<file path="src/rtl/fir3_pkg.sv">
// Shared types and constants for the 3-parallel FIR block scheduler.
// No logic, so it adds no latency.
// No flow control of its own; the types describe one block of lanes.
package fir3_pkg;

    localparam int L        = 3;
    localparam int SAMPLE_W = 32;
    localparam int RESULT_W = 64;

    typedef logic signed [SAMPLE_W-1:0] sample_t;
    typedef logic signed [RESULT_W-1:0] result_t;
    typedef sample_t [L-1:0]            blk_t;
    typedef result_t [L-1:0]            res_blk_t;

endpackage

</file>
<file path="src/rtl/fir3_res_fifo.sv">
// Result buffer: synchronous FIFO of whole 3-lane result blocks.
// A pushed entry is visible at the head on the cycle after the push.
// No internal backpressure; the caller's credit logic must never push into a full buffer.
module fir3_res_fifo
    import fir3_pkg::*;
#(
    parameter int W     = $bits(res_blk_t),
    parameter int DEPTH = 2
) (
    input  logic                       clk,
    input  logic                       rst,
    input  logic                       push,
    input  logic [W-1:0]               push_dat,
    input  logic                       pop,
    output logic [W-1:0]               pop_dat,
    output logic [$clog2(DEPTH+1)-1:0] count,
    output logic                       full,
    output logic                       empty
);

    localparam int AW = (DEPTH > 1) ? $clog2(DEPTH) : 1;
    localparam int CW = $clog2(DEPTH+1);

    logic [W-1:0]  r_mem [DEPTH];
    logic [AW-1:0] r_wr;
    logic [AW-1:0] r_rd;
    logic [CW-1:0] r_count;

    // Storage has no reset: an entry is only read after it has been written.
    always_ff @(posedge clk) begin
        if (push) begin
            r_mem[r_wr] <= push_dat;
        end
    end

    // Pointers wrap explicitly so non-power-of-two depths work.
    always_ff @(posedge clk or posedge rst) begin
        if (rst) begin
            r_wr    <= '0;
            r_rd    <= '0;
            r_count <= '0;
        end else begin
            if (push) begin
                r_wr <= (r_wr == AW'(DEPTH-1)) ? '0 : r_wr + 1'b1;
            end
            if (pop) begin
                r_rd <= (r_rd == AW'(DEPTH-1)) ? '0 : r_rd + 1'b1;
            end
            if (push && !pop) begin
                r_count <= r_count + 1'b1;
            end else if (pop && !push) begin
                r_count <= r_count - 1'b1;
            end
        end
    end

    assign pop_dat = r_mem[r_rd];
    assign count   = r_count;
    assign full    = (r_count == CW'(DEPTH));
    assign empty   = (r_count == '0);

    // A capture arriving while the buffer is full would lose a result.
    a_no_overflow: assert property (@(posedge clk) disable iff (rst) !(push && full));

endmodule

</file>
<file path="src/rtl/fir3_block_scheduler.sv">
// Packs 3 serial samples into a core block, strobes the core, re-serialises the 3 results.
// Latency: 3rd sample accept to first m_valid is CORE_LAT+2 cycles.
// Backpressure: blocks issue only with a free buffer credit; s_ready drops while a full block waits.
// Optional flush input (zero-pads a partial block) is enabled by defining FIR3_SCHED_FLUSH_EN.
module fir3_block_scheduler
    import fir3_pkg::*;
#(
    parameter int DW         = 32,
    parameter int YW         = 64,
    parameter int CORE_LAT   = 1,
    parameter int OBUF_DEPTH = 2
) (
    input  logic          clk,
    input  logic          rst,
`ifdef FIR3_SCHED_FLUSH_EN
    input  logic          flush,
`endif
    input  logic          s_valid,
    output logic          s_ready,
    input  logic [DW-1:0] s_data,
    output logic [DW-1:0] core_x0,
    output logic [DW-1:0] core_x1,
    output logic [DW-1:0] core_x2,
    output logic          core_blk_en,
    input  logic [YW-1:0] core_y0,
    input  logic [YW-1:0] core_y1,
    input  logic [YW-1:0] core_y2,
    output logic          m_valid,
    input  logic          m_ready,
    output logic [YW-1:0] m_data,
    output logic [31:0]   blk_count
);

    localparam int CW = $clog2(OBUF_DEPTH+1);

    logic [1:0]             r_idx;
    logic [L-1:0][DW-1:0]   r_col;
    logic [L-1:0][DW-1:0]   r_blk;
    logic                   r_blk_full;
    logic [L-1:0][DW-1:0]   r_core_x;
    logic                   r_core_blk_en;
    logic [CORE_LAT-1:0]    r_pipe;
    logic [31:0]            r_blk_count;
    logic [1:0]             r_out_idx;

    logic                   w_accept;
    logic                   w_issue;
    logic                   w_flush_take;
    logic                   w_load;
    logic [1:0]             w_fill;
    logic [L-1:0][DW-1:0]   w_col;
    logic [L-1:0][DW-1:0]   w_load_blk;
    logic [4:0]             w_inflight;
    logic                   w_push;
    logic                   w_pop;
    logic [L-1:0][YW-1:0]   w_push_dat;
    logic [L-1:0][YW-1:0]   w_head;
    logic [CW-1:0]          w_count;
    logic                   w_full;
    logic                   w_empty;

`ifdef FIR3_SCHED_FLUSH_EN
    assign w_flush_take = flush && (r_idx != 2'd0) && !r_blk_full;
`else
    assign w_flush_take = 1'b0;
`endif

    // Credit check: blocks in the core pipe plus buffered blocks must leave a free slot.
    always_comb begin
        w_inflight = 5'(r_core_blk_en);
        for (int i = 0; i < CORE_LAT; i++) begin
            w_inflight = w_inflight + 5'(r_pipe[i]);
        end
    end

    assign w_issue  = r_blk_full && ((w_inflight + 5'(w_count)) < 5'(OBUF_DEPTH));
    assign s_ready  = !rst && (!r_blk_full || w_issue);
    assign w_accept = s_valid && s_ready;
    assign w_fill   = r_idx + 2'(w_accept);
    assign w_load   = (w_accept && (r_idx == 2'd2)) || w_flush_take;

    // Next block contents: include this cycle's sample, zero lanes not yet filled (flush pad).
    always_comb begin
        w_col = r_col;
        if (w_accept) begin
            w_col[r_idx] = s_data;
        end
        w_load_blk = '0;
        for (int k = 0; k < L; k++) begin
            if (2'(k) < w_fill) begin
                w_load_blk[k] = w_col[k];
            end
        end
    end

    // Collector: lane index, partial lanes, and the full-block register.
    always_ff @(posedge clk or posedge rst) begin
        if (rst) begin
            r_idx      <= '0;
            r_col      <= '0;
            r_blk      <= '0;
            r_blk_full <= 1'b0;
        end else begin
            r_col <= w_col;
            if (w_load) begin
                r_idx <= '0;
            end else if (w_accept) begin
                r_idx <= r_idx + 2'd1;
            end
            // A block completing in the issue cycle keeps the flag set with new data.
            if (w_load) begin
                r_blk      <= w_load_blk;
                r_blk_full <= 1'b1;
            end else if (w_issue) begin
                r_blk_full <= 1'b0;
            end
        end
    end

    // Issue: registered one-cycle strobe with lanes, plus the issued-block counter.
    always_ff @(posedge clk or posedge rst) begin
        if (rst) begin
            r_core_blk_en <= 1'b0;
            r_core_x      <= '0;
            r_blk_count   <= '0;
        end else begin
            r_core_blk_en <= w_issue;
            if (w_issue) begin
                r_core_x    <= r_blk;
                r_blk_count <= r_blk_count + 32'd1;
            end
        end
    end

    // Capture pipe: marks when the core results for an issued block become valid.
    always_ff @(posedge clk or posedge rst) begin
        if (rst) begin
            r_pipe <= '0;
        end else begin
            r_pipe[0] <= r_core_blk_en;
            for (int i = 1; i < CORE_LAT; i++) begin
                r_pipe[i] <= r_pipe[i-1];
            end
        end
    end

    assign w_push     = r_pipe[CORE_LAT-1];
    assign w_push_dat = {core_y2, core_y1, core_y0};
    assign w_pop      = m_valid && m_ready && (r_out_idx == 2'd2);

    fir3_res_fifo #(
        .W     (L*YW),
        .DEPTH (OBUF_DEPTH)
    ) u_res_fifo (
        .clk      (clk),
        .rst      (rst),
        .push     (w_push),
        .push_dat (w_push_dat),
        .pop      (w_pop),
        .pop_dat  (w_head),
        .count    (w_count),
        .full     (w_full),
        .empty    (w_empty)
    );

    // Serialiser lane pointer: walks y0, y1, y2 of the head entry.
    always_ff @(posedge clk or posedge rst) begin
        if (rst) begin
            r_out_idx <= '0;
        end else if (m_valid && m_ready) begin
            r_out_idx <= (r_out_idx == 2'd2) ? 2'd0 : r_out_idx + 2'd1;
        end
    end

    assign m_valid     = !w_empty;
    assign m_data      = w_empty ? '0 : w_head[r_out_idx];
    assign core_x0     = r_core_x[0];
    assign core_x1     = r_core_x[1];
    assign core_x2     = r_core_x[2];
    assign core_blk_en = r_core_blk_en;
    assign blk_count   = r_blk_count;

endmodule

</file>
<file path="config.mk">
export PLATFORM = sky130hd
export DESIGN_NAME = fir3_block_scheduler
export DESIGN_NICKNAME = d
export VERILOG_FILES = /design/src/rtl/fir3_pkg.sv /design/src/rtl/fir3_res_fifo.sv /design/src/rtl/fir3_block_scheduler.sv
export SDC_FILE = /design/constraint.sdc
export NUM_CORES = 1
export LEC_CHECK = 0
export ABC_AREA = 1
export CORE_ASPECT_RATIO = 0.5
export CORE_MARGIN = 3
export CORE_UTILIZATION = 40
export CTS_BUF_LIST = sky130_fd_sc_hd__clkbuf_8
export DETAILED_ROUTE_END_ITERATION = 6
export PLACE_DENSITY = 0.63
export SETUP_SLACK_MARGIN = 0.3
export SYNTH_ARGS = -nofsm -noshare
export SYNTH_HDL_FRONTEND = slang
export SYNTH_SLANG_ARGS = --single-unit
</file>
<file path="constraint.sdc">
create_clock -name clk -period 23.1 [get_ports clk]
set_input_delay 4.62 -clock clk [delete_from_list [all_inputs] [get_ports clk]]
set_output_delay 4.62 -clock clk [all_outputs]
set_load 0.005 [all_outputs]
</file>
==> run metrics <==
hold buffers post-CTS=0; Fill cells=6,494; RSZ-0062 raised after global routing=no; starting density of the core=40.71%; Worst path most repeated cell=clkdlybuf4s50_1; WS Path Type=input port to output pin; status=finished with violations; Relative slew margins=21.81%; CP Data Required Time=18.48 ns; grt ovf=0; first-pass GRT wire length=117,700 um; CP startpoint kind=input port; IO Pins=423; TritonRoute pass-1 iters=7; routed vias/inst=4.866; cell count after synthesis=2,912; Syn Area/Cell=9.993 um^2; Hold Violations, Final=0; final worst clock skew=0.03061 ns; Routed Antenna Nets=0; share of cells above drive strength 1=5.605%; Synth Warn #=0; Static Leak=0.01575 uW; Area Growth Syn to Fin=23.97%; nets=3,538; Die ar.=76,220 um^2; Crit-path slowest cell=inv_8; GPL Wtd Cong=0.7799; largest net degree at the start of global routing=165; H-tree lvl count=3; clock network latency to the later pin of the worst-skew pair=0.73 ns; Setup Buffers After CTS=0; initial antenna violation count=9; Max-Cap Viols=0; Worst path max stage delay=0.63 ns; Root Driver=clkbuf_8; die height=196.7 um; Critical Path AT=6.52 ns; All-Layer GR Usage=19.58%; DRC viols=4; row count=69; most common cell after layout, fill and taps aside=nand2_1; Mapped Area=29,100 um^2; I/O Buffers=422; syn nets=3,144; most frequent cells in the layout=1,105 x nand2_1, 422 x clkdlybuf4s50_1, 384 x edfxtp_1; clk slew on worst S/H paths=0.07 ns; post-CTS sizing=0; number of global-route vias before repair=20,930; worst-path fanout max=121; Yosys cell types=27; WHS=0.4526 ns; WL final=75,670 um; initial drt markers=1,613; failing checks=design-rule violations; fin util=50.47%; Seq/Total Area, Yosys=68.09%; fin crit period=11.14 ns; Vias=21,200; # clock sinks=715; WL/cell=17.37 um; CTS tree=built; DIE WIDTH=387.4 um; fmax=0.08975 GHz; setup TNS=0 ns; clk buf depth=3; Pwr per Cell Area=115.3 nW/um^2; Core ar.=71,480 um^2; Hold WC Path Type=register to register; Seq cells post-synth=715; cell chain of the critical path=clkdlybuf4s50_1 > inv_8 > nand2_1 > inv_1 > clkdlybuf4s50_1; period utilization=48.24%; peak supply drop=0.07818 mV; dpl hpwl=45,400 um; CTS buffer count=103; endpoint type of the worst setup path=output pin; setup violators final=0; Final Max Slew Viols=0; worst-margin pin slew=1.173 ns
## sequential cells by signal (all words and copies together) (netlist names), 2 cells and up
name	cells
core_x2	32
r_col	96
r_blk	96
u_res_fifo.r_mem	384
core_x1	32
u_res_fifo.count	2
r_out_idx	2
blk_count	32
core_x0	32
r_idx	2
## synth_stat cells
cell type | n | area [um^2]
edfxtp_1 | 384 | 11530
nand2_2 | 2 | 12.51
nand3_2 | 2 | 20.02
nor3_1 | 1 | 5.000
dfrtp_1 | 331 | 8283
o211ai_1 | 64 | 480.5
buf_6 | 4 | 45.04
a21oi_1 | 1 | 5.000
and2_1 | 2 | 12.51
xnor2_1 | 13 | 113.9
nand3_1 | 12 | 60.06
buf_1 | 17 | 63.81
o21ai_1 | 2 | 10.01
nor2_1 | 357 | 1340
nand2_1 | 1106 | 4151
nand4_4 | 1 | 21.27
o21ai_0 | 294 | 1471
inv_1 | 144 | 540.5
ha_1 | 4 | 50.05
nand3b_1 | 1 | 7.510
buf_4 | 12 | 90.09
clkbuf_1 | 55 | 206.5
buf_2 | 65 | 325.3
inv_2 | 4 | 15.01
nor2_2 | 6 | 37.54
xor2_1 | 10 | 87.58
nand4_1 | 18 | 112.6
## worst max-delay path, delay by kind of cell
kind	cells	cell delay, ns
AND/OR/NAND/NOR	1	0.15
buffers and inverters	4	1.72
## final timing paths
| kind | from | endpoint | slack, ns | cells after the start |
|---|---|---|---|---|
| worst min register to register | core_blk_en$_DFF_PP0_ | r_pipe$_DFF_PP0_ | 0.45 | 0 |
| min in group asynchronous | rst | core_x2[5]$_DFFE_PP0P_ | 4.51 | 2 |
| worst min-delay path | core_blk_en$_DFF_PP0_ | r_pipe$_DFF_PP0_ | 0.45 | 0 |
| worst max-delay path | rst | s_ready | 11.96 | 5 |
| max in group asynchronous | rst | r_col[34]$_DFF_PP0_ | 17.18 | 3 |
| worst max register to register | core_blk_en$_DFF_PP0_ | r_blk[8]$_DFFE_PP0P_ | 19.51 | 10 |
## per-layer routing
metal,wire (um),vias to the layer above,global-route usage [%]
met4,2309,0,7.765
li1,-,10230,-
met5,0,-,0
met2,39120,461,34.42
met1,31530,10360,24.40
met3,2712,147,3.167
## cells by family (layout without fill, tap and decap cells)
logic type	Yosys count	in the layout	synth area share [%]
AND/OR/NAND/NOR	1508	1508	19.87
flip-flops	715	715	68.09
AO/OA/AOI/OAI	361	361	6.759
buffers and inverters	301	779	4.420
XOR/XNOR	23	23	0.6923
adder cells (fa/ha/maj)	4	4	0.1720
other	0	9	0
## cell type report
| type | count | area [um^2] | area share [%] |
|---|---|---|---|
| repair buffers | 442 | 4399 | 12.19 |
| well taps | 958 | 1199 | 3.323 |
| clock buffers | 124 | 1707 | 4.731 |
| flip-flops and latches | 715 | 19820 | 54.94 |
| diodes | 9 | 22.52 | 0.06243 |
| clock inverters | 65 | 326.6 | 0.9052 |
| inverters | 148 | 571.8 | 1.585 |
| multi-input cells | 1896 | 8031 | 22.26 |
## metrics by stage
stage	area, um^2	worst slack [ns]	power (uW)	instances
after CTS	36050	11.87	4217	4348
after global routing	36070	11.75	4459	4357
final	36070	11.96	4158	4357
after detailed placement	34020	11.88	3200	4159
after global placement	34020	11.85	3174	4159
after floorplan	29100	6.617	2561	2912
## power breakdown
| group | internal (uW) | leakage (uW) | switching (uW) |
|---|---|---|---|
| registers | 1600 | 0.00791 | 126 |
| clock network | 508 | 0.00117 | 493 |
| logic | 601 | 0.00666 | 827 |
| total | 2710 | 0.0157 | 1440 |
No activity file was read; power rests on OpenSTA's default activity.
==> patch 1: new RTL, config.mk and constraints unchanged <==
Change the parameter `YW` from 64 to 128.
--- a/src/rtl/fir3_block_scheduler.sv
+++ b/src/rtl/fir3_block_scheduler.sv
@@ -7,5 +7,5 @@
 #(
     parameter int DW         = 32,
-    parameter int YW         = 64,
+    parameter int YW         = 128,
     parameter int CORE_LAT   = 1,
     parameter int OBUF_DEPTH = 2
Ports: changed (resized core_y0, core_y1, core_y2 and m_data); port bits go from 423 to 679. The function was not compared with the original's and may differ.
==> patch 1 against the original RTL <==
Setup slack better by 94 ps; critical path type unchanged; synthesized cell count is 40% higher; sequential power is 49% higher; total power is 54% higher; non-clock buffer count is 268 higher; sequential cell count is 384 higher; largest power group unchanged; clock power is 50% higher; synthesized area is 51% higher; critical endpoint unchanged; final area is 52% higher; first-iteration DRC count is 60% higher; wire length is 67% higher.
==> patch 1: results (changes against the original RTL) <==
status:
  status: "finished, final reports clean"  # was finished, violations left
finish:
  top_regs: "u_res_fifo.r_mem (768), r_blk (96), r_col (96)"  # was u_res_fifo.r_mem (384), r_blk (96), r_col (96)
  layout.nets: 5140  # was 3538
  drive_above_1_share_pct: 5.247  # was 5.605%
global_route:
  grt_max_degree: 203  # was 165
  grt_pass1_vias: 30320  # was 20.93k
  antenna_found_initial: 44  # was 9
cts:
  cts_buffers: 160  # was 103
  cts.htree.levels: 4  # was 3
synth:
  synthAdderAreaFrac_pct: 0.1138  # was 0.1720%
  synth-xor-area-share_pct: 0.4581  # was 0.6923%
  syn_avg_cell_area_um2: 10.81  # was 9.993 um^2
  synth.distinct_cells: 25  # was 27
  ys_seq_area_share_pct: 71.28  # was 68.09%
  synth_commonest_cells: "nand2_1 (1172), edfxtp_1 (768), nor2_1 (680)"  # was nand2_1 (1106), edfxtp_1 (384), nor2_1 (357)
  async_flop_share_pct: 30.12  # was 46.29%
detailed_routing:
  wl_met1_um: 50820  # was 31530 um
  firstDrtPassIters: 5  # was 7
  routed.top_layer: "met5"  # was met4
  drt_wl_total_um: 126100  # was 75670 um
placement:
  place_ws_ps: 12000  # was 11880 ps
  placedCellCount: 5989  # was 4159
timing:
  skew_ps: 36.78  # was 30.61 ps
  tightest_slew_ps: 1165  # was 1173 ps
setup_path:
  r2r-end: "u_res_fifo.r_mem[0][236]"  # was r_blk[8]
  cp_data_arrival_time_ps: 6430  # was 6520 ps
pwr:
  power_switching_w: 0.002295  # was 0.001445 W
## patch 1: cell count changes after synthesis, sizes merged
cell and delta:
buf +13, clkbuf +57, edfxtp +384, inv +60, nand2 +64, nand4 +1, nor2 +321, o211ai +64
o21ai +191
## patch 1: area by class of cell
type | instances | area [um^2]
clock buffers | 177 | 2436
well taps | 1435 | 1795
fillers | 9663 | 53250
multi-input cells | 2537 | 10910
flip-flops and latches | 1099 | 31350
clock inverters | 110 | 556.8
inverters | 208 | 812.0
diodes | 39 | 97.59
repair buffers | 710 | 7052
## patch 1: critical path, stage by stage
cell             delay (ps)
clkdlybuf4s50_1         500
inv_8                   470
nand2_1                 190
inv_1                    90
clkdlybuf4s50_1         510
## patch 1: power by group through the flow
stage,clock (W),combinational [W],sequential [W]
floorplan,0,0.00127,0.00263
global placement,0,0.00232,0.00261
detailed placement,0,0.00235,0.00262
CTS,0.00155,0.00236,0.00259
global route,0.00164,0.00257,0.00262
finish,0.00150,0.00233,0.00258
==> patch 2: new RTL, same settings <==
Made on the original files. Make the reset (`rst`) synchronous in 5 clocked blocks.
--- a/src/rtl/fir3_res_fifo.sv
+++ b/src/rtl/fir3_res_fifo.sv
@@ -35,5 +35,5 @@
 
     // Pointers wrap explicitly so non-power-of-two depths work.
-    always_ff @(posedge clk or posedge rst) begin
+    always_ff @(posedge clk) begin
         if (rst) begin
             r_wr    <= '0;
--- a/src/rtl/fir3_block_scheduler.sv
+++ b/src/rtl/fir3_block_scheduler.sv
@@ -95,5 +95,5 @@
 
     // Collector: lane index, partial lanes, and the full-block register.
-    always_ff @(posedge clk or posedge rst) begin
+    always_ff @(posedge clk) begin
         if (rst) begin
             r_idx      <= '0;
@@ -119,5 +119,5 @@
 
     // Issue: registered one-cycle strobe with lanes, plus the issued-block counter.
-    always_ff @(posedge clk or posedge rst) begin
+    always_ff @(posedge clk) begin
         if (rst) begin
             r_core_blk_en <= 1'b0;
@@ -134,5 +134,5 @@
 
     // Capture pipe: marks when the core results for an issued block become valid.
-    always_ff @(posedge clk or posedge rst) begin
+    always_ff @(posedge clk) begin
         if (rst) begin
             r_pipe <= '0;
@@ -165,5 +165,5 @@
 
     // Serialiser lane pointer: walks y0, y1, y2 of the head entry.
-    always_ff @(posedge clk or posedge rst) begin
+    always_ff @(posedge clk) begin
         if (rst) begin
             r_out_idx <= '0;
Behaviour: not the same (Yosys sat finds a counterexample within 10 cycles, from zero or initial values and one cycle with rst high; the reset may be asserted at any time).
==> patch 2 against the original RTL <==
Setup slack better by 310 ps; final area down 2.1%; sequential cell count increased by 1; synthesized area shrank 1.9%; critical path depth up 1; wire length grew 3.2%.
Power is not compared: it rests on default switching activity, and its combinational part moved more than twofold at a synthesized area within 25%.
==> patch 2: results (changes against the original RTL) <==
timing:
  skew_ps: 22.76  # was 30.61 ps
  slew_headroom_pct: 18.01  # was 21.81%
setup_path:
  r2r-end: "r_blk[19]"  # was r_blk[8]
  cp_data_arrival_time_ps: 6210  # was 6520 ps
  reg2reg_slack_ps: 18350  # was 19510 ps
  reg2reg_depth: 13  # was 10
  r2r-start: "core_blk_en"  # unchanged
placement:
  dp_hpwl_um: 48030  # was 45400 um
  routabilityCongestion: 0.8769  # was 0.7799
  dpl_cell_area_um2: 33290  # was 34020 um^2
  placedCellCount: 4249  # was 4159
detailed_routing:
  drt_wl_total_um: 78090  # was 75670 um
  first_iter_violations: 1595  # was 1613
  vias: 21736  # was 21.20k
  firstDrtPassIters: 5  # was 7
synth:
  ys_seq_area_share_pct: 63.66  # was 68.09%
  synth_commonest_cells: "nand2_1 (724), nor2_1 (409), edfxtp_1 (384)"  # was nand2_1 (1106), edfxtp_1 (384), nor2_1 (357)
  synth.distinct_cells: 36  # was 27
  syn_avg_cell_area_um2: 9.374  # was 9.993 um^2
  syn_nets: 3281  # was 3144
  synth.top_cells.by_area: "edfxtp_1 (40%), dfxtp_1 (23%), nand2_1 (9.5%)"  # was edfxtp_1 (40%), dfrtp_1 (28%), nand2_1 (14%)
  async_flop_share_pct: 0  # was 46.29%
global_route:
  grt_util_met3_pct: 3.595  # was 3.167%
  grtUsageMet2_pct: 36.05  # was 34.42%
  grt_usage_pct: 20.49  # was 19.58%
  antenna_found_initial: 17  # was 9
  grt_pass1_wl_um: 120800  # was 117700 um
  grt_util_met1_pct: 24.91  # was 24.40%
finish:
  drive_above_1_share_pct: 5.832  # was 5.605%
  final_cells: 4442  # was 4357
cts:
  insertion_delay_ps: 750  # was 730 ps
status:
  status: "finished, final reports clean"  # was finished, violations left
==> patch 2: cell count changes after synthesis, sizes merged, moves of 11 or more <==
cell,unedited run,this run
nand2,1108,728
dfxtp,0,332
dfrtp,331,0
inv,148,291
a21oi,1,128
nand3,14,103
o21ai,296,369
o211ai,64,0
o221ai,0,64
clkbuf,55,113
nor2,363,417
buf,98,70
xnor2,13,2
==> patch 2: logic make-up after synthesis <==
logic type | Yosys count | synth area share [%]
adder cells (fa/ha/maj) | 7 | 0.3067
AO/OA/AOI/OAI | 565 | 11.10
flip-flops | 716 | 63.66
buffers and inverters | 474 | 6.928
XOR/XNOR | 8 | 0.2454
AND/OR/NAND/NOR | 1276 | 17.76
==> patch 2: worst min path at each step <==
stage	startpoint	endpoint	slack (ps)	cells after the start
floorplan	r_blk[34]	r_blk[34]	430	2
global placement	r_blk[35]	r_blk[35]	440	2
detailed placement	r_blk[60]	r_blk[60]	440	2
CTS	r_blk[76]	r_blk[76]	450	2
global route	r_blk[36]	r_blk[36]	470	2
finish	r_blk[88]	r_blk[88]	450	2
==> patch 2: layout make-up <==
class | count | area [um^2]
Tap cell | 945 | 1182
Fill cell | 6453 | 34460
Clock buffer | 120 | 1652
Antenna cell | 16 | 40.04
Inverter | 291 | 1104
Multi-Input combinational cell | 1856 | 8438
Sequential cell | 716 | 18180
Clock inverter | 57 | 325.3
Timing Repair Buffer | 441 | 4380
==> patch 2: per-stage QoR <==
step	utilization, %	total power [W]	worst slack (ps)
floorplan	-	0.001423	13470
CTS	50.54	0.002473	12260
global route	50.60	0.002539	12210
global placement	47.71	0.001480	12250
finish	50.60	0.002442	12270
detailed placement	47.71	0.001482	12260
==> patch 2: routing by layer <==
metal / vias to the layer above / wire (um) / part of all wire (%)
met5: - / 13 / 0.017
li1: 10778 / - / -
met3: 118 / 3228 / 4.1
met2: 470 / 40750 / 52
met1: 10368 / 32100 / 41
met4: 2 / 1994 / 2.6
==> patch 2: critical path: stages <==
cell and delay, ps:
buf_6 200, inv_2 80, buf_4 520, nand2_4 130, inv_1 90, clkdlybuf4s50_1 500
==> patch 2: report_power, final <==
group          leakage [nW]  internal, W  switching (W)
clock                  1.14     0.000494       0.000493
sequential             6.13      0.00134     0.00000150
combinational          5.81    0.0000479      0.0000614
